File: config.mk
export PLATFORM = sky130hd
export DESIGN_NAME = risc16_mc_core
export DESIGN_NICKNAME = d
export VERILOG_FILES = /design/src/rtl/risc16_pkg.sv /design/src/rtl/risc16_regfile.sv /design/src/rtl/risc16_mc_core.sv
export SDC_FILE = /design/constraint.sdc
export NUM_CORES = 1
export LEC_CHECK = 0
export BUFFER_PORTS_ARGS = -buffer_cell sky130_fd_sc_hd__buf_2
export CAP_MARGIN = 40
export CORE_ASPECT_RATIO = 0.75
export CORE_MARGIN = 5
export CORE_UTILIZATION = 40
export DETAILED_ROUTE_END_ITERATION = 16
export PLACE_DENSITY = 0.53
export SYNTH_ARGS = -nofsm -noshare
export SYNTH_HDL_FRONTEND = slang
export SYNTH_SLANG_ARGS = --single-unit
export TNS_END_PERCENT = 10
File: constraint.sdc
create_clock -name i_clk0 -period 4.4 [get_ports i_clk0]
set_clock_uncertainty 0.1 [all_clocks]
set_input_delay 0.22 -clock i_clk0 [delete_from_list [all_inputs] [get_ports i_clk0]]
set_output_delay 0.22 -clock i_clk0 [all_outputs]
set_load 0.02 [all_outputs]
File: src/rtl/risc16_pkg.sv
// Shared opcodes, FSM states and instruction field helpers for the RiSC-16 core.
package risc16_pkg;

  localparam int unsigned XLEN = 16;
  localparam int unsigned NREG = 8;

  localparam logic [2:0] OP_ADD  = 3'd0;
  localparam logic [2:0] OP_ADDI = 3'd1;
  localparam logic [2:0] OP_NAND = 3'd2;
  localparam logic [2:0] OP_LUI  = 3'd3;
  localparam logic [2:0] OP_SW   = 3'd4;
  localparam logic [2:0] OP_LW   = 3'd5;
  localparam logic [2:0] OP_BEQ  = 3'd6;
  localparam logic [2:0] OP_JALR = 3'd7;

  typedef enum logic [1:0] {
    ST_FETCH = 2'd0,
    ST_EXEC  = 2'd1,
    ST_MEM   = 2'd2,
    ST_HALT  = 2'd3
  } state_t;

  function automatic logic [2:0] f_op(input logic [15:0] ir);
    return ir[15:13];
  endfunction

  function automatic logic [2:0] f_ra(input logic [15:0] ir);
    return ir[12:10];
  endfunction

  function automatic logic [2:0] f_rb(input logic [15:0] ir);
    return ir[9:7];
  endfunction

  function automatic logic [2:0] f_rc(input logic [15:0] ir);
    return ir[2:0];
  endfunction

  function automatic logic [6:0] f_simm7(input logic [15:0] ir);
    return ir[6:0];
  endfunction

  function automatic logic [9:0] f_imm10(input logic [15:0] ir);
    return ir[9:0];
  endfunction

  function automatic logic [15:0] sext7(input logic [6:0] v);
    return {{9{v[6]}}, v};
  endfunction

endpackage

File: src/rtl/risc16_regfile.sv
// 8x16 register file: two async read ports, one sync write port, r0 hard-wired to zero.
module risc16_regfile (
  input  logic        i_clk,
  input  logic        i_rst_n,
  input  logic [2:0]  i_raddr_a,
  output logic [15:0] o_rdata_a,
  input  logic [2:0]  i_raddr_b,
  output logic [15:0] o_rdata_b,
  input  logic        i_we,
  input  logic [2:0]  i_waddr,
  input  logic [15:0] i_wdata
);
  import risc16_pkg::*;

  logic [XLEN-1:0] r_regs [NREG];

  // Register storage; writes to r0 are dropped
  always_ff @(posedge i_clk or negedge i_rst_n) begin
    if (!i_rst_n) begin
      for (int unsigned i = 0; i < NREG; i++) r_regs[3'(i)] <= '0;
    end else if (i_we && (i_waddr != 3'd0)) begin
      r_regs[i_waddr] <= i_wdata;
    end
  end

  assign o_rdata_a = (i_raddr_a == 3'd0) ? '0 : r_regs[i_raddr_a];
  assign o_rdata_b = (i_raddr_b == 3'd0) ? '0 : r_regs[i_raddr_b];

endmodule

File: src/rtl/risc16_mc_core.sv
// Multi-cycle RiSC-16 core with req/ack instruction and data memory ports.
module risc16_mc_core #(
  parameter int unsigned        ADDR_W   = 16,
  parameter logic [ADDR_W-1:0]  RESET_PC = '0
) (
  input  logic              i_clk0,
  input  logic              i_reset,
  output logic              o_imem_req,
  output logic [ADDR_W-1:0] o_imem_addr,
  input  logic              i_imem_ack,
  input  logic [15:0]       i_imem_rdata,
  output logic              o_dmem_req,
  output logic              o_dmem_we,
  output logic [ADDR_W-1:0] o_dmem_addr,
  output logic [15:0]       o_dmem_wdata,
  input  logic              i_dmem_ack,
  input  logic [15:0]       i_dmem_rdata,
  output logic              o_retire,
  output logic              o_halted
);
  import risc16_pkg::*;

  state_t            r_state;
  logic [ADDR_W-1:0] r_pc;
  logic [15:0]       r_ir;
  logic              r_imem_req;
  logic              r_dmem_req;
  logic              r_dmem_we;
  logic [ADDR_W-1:0] r_dmem_addr;
  logic [15:0]       r_dmem_wdata;
  logic              r_retire;
  logic              r_halted;

  logic [2:0]        w_op;
  logic [2:0]        w_ra;
  logic [2:0]        w_x_addr;
  logic [15:0]       w_simm;
  logic [15:0]       w_b_val;
  logic [15:0]       w_x_val;
  logic [15:0]       w_sum;
  logic [15:0]       w_br_tgt;
  logic [15:0]       w_alu;
  logic [ADDR_W-1:0] w_pc_inc;
  logic [ADDR_W-1:0] w_next_pc;
  logic              w_is_mem;
  logic              w_is_halt;
  logic              w_mem_done;
  logic              w_rf_we;
  logic [15:0]       w_rf_wdata;

  assign w_op      = f_op(r_ir);
  assign w_ra      = f_ra(r_ir);
  assign w_simm    = sext7(f_simm7(r_ir));
  assign w_x_addr  = ((w_op == OP_ADD) || (w_op == OP_NAND)) ? f_rc(r_ir) : w_ra;
  assign w_sum     = w_b_val + w_simm;
  assign w_pc_inc  = r_pc + ADDR_W'(1);
  assign w_br_tgt  = 16'(r_pc) + 16'd1 + w_simm;
  assign w_is_mem  = (w_op == OP_SW) || (w_op == OP_LW);
  assign w_is_halt = (w_op == OP_JALR) && (f_simm7(r_ir) != 7'd0);
  assign w_mem_done = (r_state == ST_MEM) && r_dmem_req && i_dmem_ack;

  risc16_regfile u_regfile (
    .i_clk     (i_clk0),
    .i_rst_n   (i_reset),
    .i_raddr_a (f_rb(r_ir)),
    .o_rdata_a (w_b_val),
    .i_raddr_b (w_x_addr),
    .o_rdata_b (w_x_val),
    .i_we      (w_rf_we),
    .i_waddr   (w_ra),
    .i_wdata   (w_rf_wdata)
  );

  // ALU result for register-writing instructions
  always_comb begin
    w_alu = '0;
    case (w_op)
      OP_ADD:  w_alu = w_b_val + w_x_val;
      OP_ADDI: w_alu = w_sum;
      OP_NAND: w_alu = ~(w_b_val & w_x_val);
      OP_LUI:  w_alu = {f_imm10(r_ir), 6'b0};
      OP_JALR: w_alu = 16'(w_pc_inc);
      default: w_alu = '0;
    endcase
  end

  // Next PC after a non-memory instruction
  always_comb begin
    w_next_pc = w_pc_inc;
    if ((w_op == OP_BEQ) && (w_x_val == w_b_val)) w_next_pc = w_br_tgt[ADDR_W-1:0];
    else if (w_op == OP_JALR)                     w_next_pc = w_b_val[ADDR_W-1:0];
  end

  // Register write: ALU/LUI/JALR in EXEC, load data on the MEM ack
  always_comb begin
    w_rf_we    = 1'b0;
    w_rf_wdata = w_alu;
    if (r_state == ST_EXEC) begin
      w_rf_we = !w_is_mem && !w_is_halt && (w_op != OP_BEQ);
    end else if (w_mem_done && (w_op == OP_LW)) begin
      w_rf_we    = 1'b1;
      w_rf_wdata = i_dmem_rdata;
    end
  end

  // Control FSM with registered request, retire and halt outputs
  always_ff @(posedge i_clk0 or negedge i_reset) begin
    if (!i_reset) begin
      r_state      <= ST_FETCH;
      r_pc         <= RESET_PC;
      r_ir         <= '0;
      r_imem_req   <= 1'b0;
      r_dmem_req   <= 1'b0;
      r_dmem_we    <= 1'b0;
      r_dmem_addr  <= '0;
      r_dmem_wdata <= '0;
      r_retire     <= 1'b0;
      r_halted     <= 1'b0;
    end else begin
      r_retire <= 1'b0;
      case (r_state)
        ST_FETCH: begin
          if (r_imem_req && i_imem_ack) begin
            r_ir       <= i_imem_rdata;
            r_imem_req <= 1'b0;
            r_retire   <= !((f_op(i_imem_rdata) == OP_LW) || (f_op(i_imem_rdata) == OP_SW));
            r_state    <= ST_EXEC;
          end else begin
            r_imem_req <= 1'b1;
          end
        end
        ST_EXEC: begin
          if (w_is_mem) begin
            r_dmem_req   <= 1'b1;
            r_dmem_we    <= (w_op == OP_SW);
            r_dmem_addr  <= w_sum[ADDR_W-1:0];
            r_dmem_wdata <= w_x_val;
            r_state      <= ST_MEM;
          end else if (w_is_halt) begin
            r_halted <= 1'b1;
            r_state  <= ST_HALT;
          end else begin
            r_pc       <= w_next_pc;
            r_imem_req <= 1'b1;
            r_state    <= ST_FETCH;
          end
        end
        ST_MEM: begin
          if (i_dmem_ack) begin
            r_dmem_req <= 1'b0;
            r_dmem_we  <= 1'b0;
            r_pc       <= w_pc_inc;
            r_imem_req <= 1'b1;
            r_state    <= ST_FETCH;
          end
        end
        ST_HALT: begin
          r_halted <= 1'b1;
        end
        default: r_state <= ST_FETCH;
      endcase
    end
  end

  assign o_imem_req   = r_imem_req;
  assign o_imem_addr  = r_pc;
  assign o_dmem_req   = r_dmem_req;
  assign o_dmem_we    = r_dmem_we;
  assign o_dmem_addr  = r_dmem_addr;
  assign o_dmem_wdata = r_dmem_wdata;
  assign o_retire     = r_retire | w_mem_done;
  assign o_halted     = r_halted;

endmodule

Word-level counts from Yosys, hierarchy flattened:

Cells that the tools add are included.

* bits in registers: 199
* bits in latches: 0
* RAM bits: 0
* ROM bits: 0
* input bits: 36
* output and inout bits: 53
* memories kept: 0

* add/subtract/negate cells: 4
* multiply operators: 0
* divide/modulo/power cells: 0
* $lt $le $gt $ge: 4
* eq/ne operators: 20
* shifts and indexed selects: 0
* multiplexer cells: 43
* bitwise gates (word level): 6
* reduce and logical (&&, ||, !) cells: 32

Operators by type and width (count)
* $mux 16: 14
* $bwmux 128: 1
* $bmux 16 s3: 2
* $pmux 16 s5: 1
* $add 16x16->16: 3
* $demux 16 s3: 1
* $pmux 16 s2: 1
* $eq 3x3->1 const B: 6
* $add 16x1->16 const B: 1
* $and 16x16->16: 1
* $eq 16x16->1: 1
* $not 16->16: 1
* $mux 1: 13
* $ge 4x4->1 const B: 3
* $ne 2x2->1 const B: 6
* $not 3->4: 3
* $logic_and 1x1->1: 10
* $logic_not 3->1: 3
* $reduce_and 3->1: 3
* $mux 2: 4
* $reduce_and 4->1: 2
* $reduce_bool 7->1: 1
* $eq 3x2->1 const B: 2
* $pmux 1 s2: 3
* other kinds (15): 23

Longest topological paths before layout:

* depth in word-level cells: 14
* mapped depth: 20
* mapped depth without buffers: 15

Modules after synthesis:

A second synthesis with hierarchy kept.

* cells, all modules: 1246
* area, all modules: 12723.5 µm²

By module, submodules not included
* risc16_mc_core: times used 1, cells each 784, area an instance 6452.4 µm², sequential area each 1776.7 µm²
* risc16_regfile: times used 1, cells each 462, area an instance 6271.0 µm², sequential area each 2802.7 µm²

Least setup slack after synthesis:

Ideal clock, no wire load.

* path type: register to register
* start point: reg r_ir[15]
* end point: reg u_regfile.r_regs[110] (netlist bit)
* data arrival time: 3818 ps
* required time: 4148 ps
* path slack: 331 ps
* stages on the path, launching flop included: 19
* path buffers: 3
* period minus slack after synthesis: 4069 ps
* path through: dfrtp_1 buf_6 nor2_4 mux2_2 buf_2 buf_2 nand2_1 nand3_1 nand3_1 o21ai_1 ha_1 fa_1 a211oi_1 nor2_1 o21ai_0 a21oi_1 o21ai_0 nor3b_1 a31oi_1

RTL lines
* start: declaration: RTL line risc16_mc_core.sv:25 `logic [15:0] r_ir;`
* start signal: assignment: RTL line risc16_mc_core.sv:124 `r_ir <= i_imem_rdata;`
* $eq 3x2->1 or $logic_not 3->1 (tied branches): RTL line risc16_mc_core.sv:54 `assign w_x_addr = ((w_op == OP_ADD) || (w_op == OP_NAND)) ? f_rc(r_ir) : w_ra;`
* $logic_or 1x1->1 *: RTL line risc16_mc_core.sv:54
* $mux 3 *: RTL line risc16_mc_core.sv:54
* $not 3->4 (implied by the code): RTL line risc16_regfile.sv:27 `assign o_rdata_b = (i_raddr_b == 3'd0) ? '0 : r_regs[i_raddr_b];`
* $bmux 16 s3: RTL line risc16_regfile.sv:27
* $mux 16 (implied by the code) (2 in series): RTL line risc16_regfile.sv:27
* $mux 16 *: RTL line risc16_regfile.sv:27
* net u_regfile.o_rdata_b[0]: RTL line risc16_regfile.sv:8 `output logic [15:0] o_rdata_b,`
* $add 16x16->16 *: RTL line risc16_mc_core.sv:78 `OP_ADD: w_alu = w_b_val + w_x_val;`
* $pmux 16 s5 *: RTL line risc16_mc_core.sv:77 `case (w_op)`
* $mux 16: RTL line risc16_mc_core.sv:100 `end else if (w_mem_done && (w_op == OP_LW)) begin`
* $mux 16 *: RTL line risc16_mc_core.sv:98 `if (r_state == ST_EXEC) begin`
* $bwmux 128 *: RTL line risc16_regfile.sv:22 `r_regs[i_waddr] <= i_wdata;`
* end signal: indexed assignment: RTL line risc16_regfile.sv:22
* end: declaration: RTL line risc16_regfile.sv:15 `logic [XLEN-1:0] r_regs [NREG];`

Mark *: on every way through the listed nets, which the timed path passes. The rest lies on a longest branch. The select of a mux whose other input is x is not followed.
A chain may end at the register's enable or synchronous reset.

Worst setup path after layout:

* start point: reg r_ir[13]
* end point: reg r_pc[15] (netlist: o_imem_addr[15])

* word-level cells in the longest chain between the ends: 14

RTL lines
* $eq 3x2->1 or $logic_not 3->1 (tied branches): RTL line risc16_mc_core.sv:54
* $logic_or 1x1->1 *: RTL line risc16_mc_core.sv:54
* $mux 3 *: RTL line risc16_mc_core.sv:54
* $not 3->4 (implied by the code): RTL line risc16_regfile.sv:27
* $bmux 16 s3: RTL line risc16_regfile.sv:27
* $mux 16 (implied by the code) (2 in series): RTL line risc16_regfile.sv:27
* $mux 16 *: RTL line risc16_regfile.sv:27
* net u_regfile.o_rdata_b[9]: RTL line risc16_regfile.sv:8
* $eq 16x16->1 *: RTL line risc16_mc_core.sv:90 `if ((w_op == OP_BEQ) && (w_x_val == w_b_val)) w_next_pc = w_br_tgt[ADDR_W-1:0];`
* $logic_and 1x1->1 *: RTL line risc16_mc_core.sv:90
* $mux 16 *: RTL line risc16_mc_core.sv:90
* $mux 16 *: RTL line risc16_mc_core.sv:139 `end else if (w_is_halt) begin`
* $mux 16 *: RTL line risc16_mc_core.sv:133 `if (w_is_mem) begin`
* $pmux 16 s2 *: RTL line risc16_mc_core.sv:121 `case (r_state)`
* end signal: assignment: RTL line risc16_mc_core.sv:143 `r_pc <= w_next_pc;`
* end signal: assignment: RTL line risc16_mc_core.sv:152 `r_pc <= w_pc_inc;`
* end: declaration: RTL line risc16_mc_core.sv:24 `logic [ADDR_W-1:0] r_pc;`

Marked as above.

==> metrics.cfg <==
[outcome]
outcome = finished, final reports clean

[sta]
rsz0062_at_grt = false
min_period_ns = 4.18
setup_viol = 0
period_share = 0.951
hold_viol_final = 0
drv_slew = 0
max_freq_mhz = 239
fin_tns_setup_ns = 0
worst_slew_pin_slew_ns = 0.893
max_slew_margin = 0.404

[route]
finalWirelength_um = 42200
drt_iter0_drc = 1328
routed-via-count = 11300
ant_nets = 0
first_pass_iters = 8
vias_per_cell = 5.83
avgRoutedWirePerCell_um = 21.8
drc = 0

[cts]
clock_path_buffers = 2
clock-sinks = 183
clockRootBuffer = clkbuf_16
cts-htree-levels = 4
cts_buffers = 17
clock_latency_ns = 0.46
path_clk_slew_ns = 0.07
cts_tree = done

[worst_setup_path]
required_ns = 4.68
critPathLaunch = r_ir[13]
worstRegToRegCells = 15
r2r_start = r_ir[13]
crit_arrival_ns = 4.47
worstSetupEndpoint = o_imem_addr[15]
cp-end-kind = flip-flop
startpoint_type = flip-flop
path_max_fanout = 13
rr_endpoint = o_imem_addr[15]
regToRegSetupSlack_ns = 0.22
critical_path_class = reg -> reg

[job]
drv_cap = 0

[placement]
io_buffers = 88
dpl.hpwl_um = 31200
gp_congestion = 0.958

[floorplanning]
die-area_mm2 = 0.0350
die_w_um = 214
coreArea_mm2 = 0.0310
start_util = 0.403
rows = 56
die_y_um = 163
io-pin-count = 89

[yosys]
synth_fp_nets = 1491
synth_edf_count = 0
syn_inst = 1400
synth.avg_cell_area_um2 = 8.94
syn-cell-area_mm2 = 0.0125
netlist-cell-type-count = 84
yosys.area.top_type_share = 0.366
yosysWarnings = 0
ys_top_cells_by_area = dfrtp_1, mux2_2, nand2_1, ha_1, a21oi_1
async_flop_share = 1.00
yosys.area.top_type = dfrtp_1
ys_seq_area_frac = 0.366
yosys_most_used_dff = dfrtp_1
ys_ff_latch = 183

[global_route]
track_usage = 0.239
grt_pass1_vias = 10700
grt_pass1_wl_um = 65100
antenna_found_initial = 0
grt.overflow.total = 0
grt_max_degree = 93

[layout]
diodes = 0
nets = 1607
drive_gt1_frac = 0.215
syn_to_final_growth_pct = 16.1

[min_path]
hold_path.class = in -> async

## placed cells by master, fill, tap and decap left out, types with 6 or more instances in the layout
master         instances
ha_1                  52
nand3_1               69
buf_2                 87
a31oi_1               25
mux2i_1                9
mux2_2                80
o221ai_1               6
a221oi_1              16
and3_1                16
nand2_1              221
clkbuf_16             17
o21ai_1               13
nor2_1               127
mux2_4                 6
xor2_1                16
nand4_1                8
a22oi_1                7
o22ai_1                8
xnor2_1               31
a21o_1                15
o21a_1                 8
buf_4                 65
a211oi_1               9
mux4_2                16
nor2b_1                8
inv_1                 19
a222oi_1               8
dfrtp_1              182
nor3_1                25
a21oi_1              108
dlygate4sd3_1         20
o21ai_0               90
## layout make-up
type,instances,area (um^2)
well taps,406,508
clock inverters,5,41.3
inverters,19,71.3
flip-flops and latches,183,4580
clock buffers,26,499
fillers,3010,16500
multi-input cells,1113,7530
repair buffers,182,1300
## registers in the layout, summed over array words and instances (netlist names)
| name | flops |
|---|---|
| o_dmem_addr | 16 |
| o_dmem_req | 1 |
| o_dmem_wdata | 16 |
| o_dmem_we | 1 |
| o_halted | 1 |
| o_imem_addr | 16 |
| o_imem_req | 1 |
| r_ir | 16 |
| r_retire | 1 |
| r_state | 2 |
| u_regfile.r_regs | 112 |
## worst min path at each step
stage | startpoint | to | depth (start not counted)
3_3_place_gp | i_reset | u_regfile.r_regs[45] | 1
3_5_place_dp | i_reset | u_regfile.r_regs[45] | 1
4_1_cts | i_reset | u_regfile.r_regs[106] | 2
2_1_floorplan | i_reset | o_dmem_addr[0] | 0
6_report | i_reset | u_regfile.r_regs[42] | 2
5_1_grt | i_reset | u_regfile.r_regs[106] | 2
## routing by layer
| layer | routed length [um] | GRT usage | vias to the layer above |
|---|---|---|---|
| met5 | 0 | 0 | - |
| li1 | - | - | 5326 |
| met3 | 3180 | 0.0543 | 35 |
| met2 | 17200 | 0.340 | 447 |
| met1 | 21300 | 0.372 | 5468 |
| met4 | 557 | 0.0486 | 0 |
## through the flow
| step | hold slack (ns) | utilization | setup WS [ns] | std cells | instance area, um^2 |
|---|---|---|---|---|---|
| 2_1_floorplan | -0.176 | - | 0.331 | 1400 | 12500 |
| 3_3_place_gp | 0.313 | 0.440 | 0.0769 | 1879 | 13700 |
| 3_5_place_dp | -0.0142 | 0.442 | 0.00943 | 1882 | 13700 |
| 4_1_cts | 0.0843 | 0.466 | 0.0236 | 1933 | 14500 |
| 5_1_grt | 0.0985 | 0.468 | 0.00790 | 1934 | 14500 |
| 6_report | 0.0883 | 0.468 | 0.217 | 1934 | 14500 |
## cells in the mapped netlist, drive strengths merged, types with 5 or more instances
master / count
a2111o: 5
a211oi: 9
a21o: 15
a21oi: 112
a221oi: 16
a222oi: 8
a22oi: 7
a31oi: 27
and3: 17
buf: 44
clkbuf: 41
dfrtp: 183
ha: 52
inv: 19
mux2: 88
mux2i: 11
mux4: 16
nand2: 221
nand2b: 6
nand3: 71
nand3b: 5
nand4: 9
nor2: 130
nor2b: 9
nor3: 27
o21a: 8
o21ai: 107
o221ai: 8
o22ai: 8
o31ai: 5
or3: 5
xnor2: 31
xor2: 16
## worst max-delay path: stages (launching register included)
cell,delay (ns)
dfrtp_1,0.40
nor2_4,0.27
mux2_2,0.42
nor2_4,0.15
buf_4,0.27
a21oi_1,0.11
o21ai_1,0.35
ha_1,0.37
nor4_2,0.34
nand3_1,0.19
or2_1,0.32
buf_4,0.18
nor3_4,0.19
nand3b_1,0.11
o221a_1,0.25
nand3_1,0.08
## timing repair
item                                    4_1_cts  5_1_grt
hold buffers                                 20        0
resized for setup                             1       15
endpoints found under the setup margin        1       50
pin swaps                                     0        2
buffers inserted                              0        1
endpoints found under the hold margin       124        0
cloned                                        0        0
## cell families after synthesis
kind of cell	after synthesis	share of synthesized area
buf+inv	104	0.0390
compound gates	368	0.187
fa+ha+maj	55	0.0568
simple gates	527	0.198
xor+xnor	48	0.0347
flops	183	0.366
mux	115	0.119
Power is not shown: default switching activity piles up to over one toggle a cycle in this logic, so the estimate is an artifact.
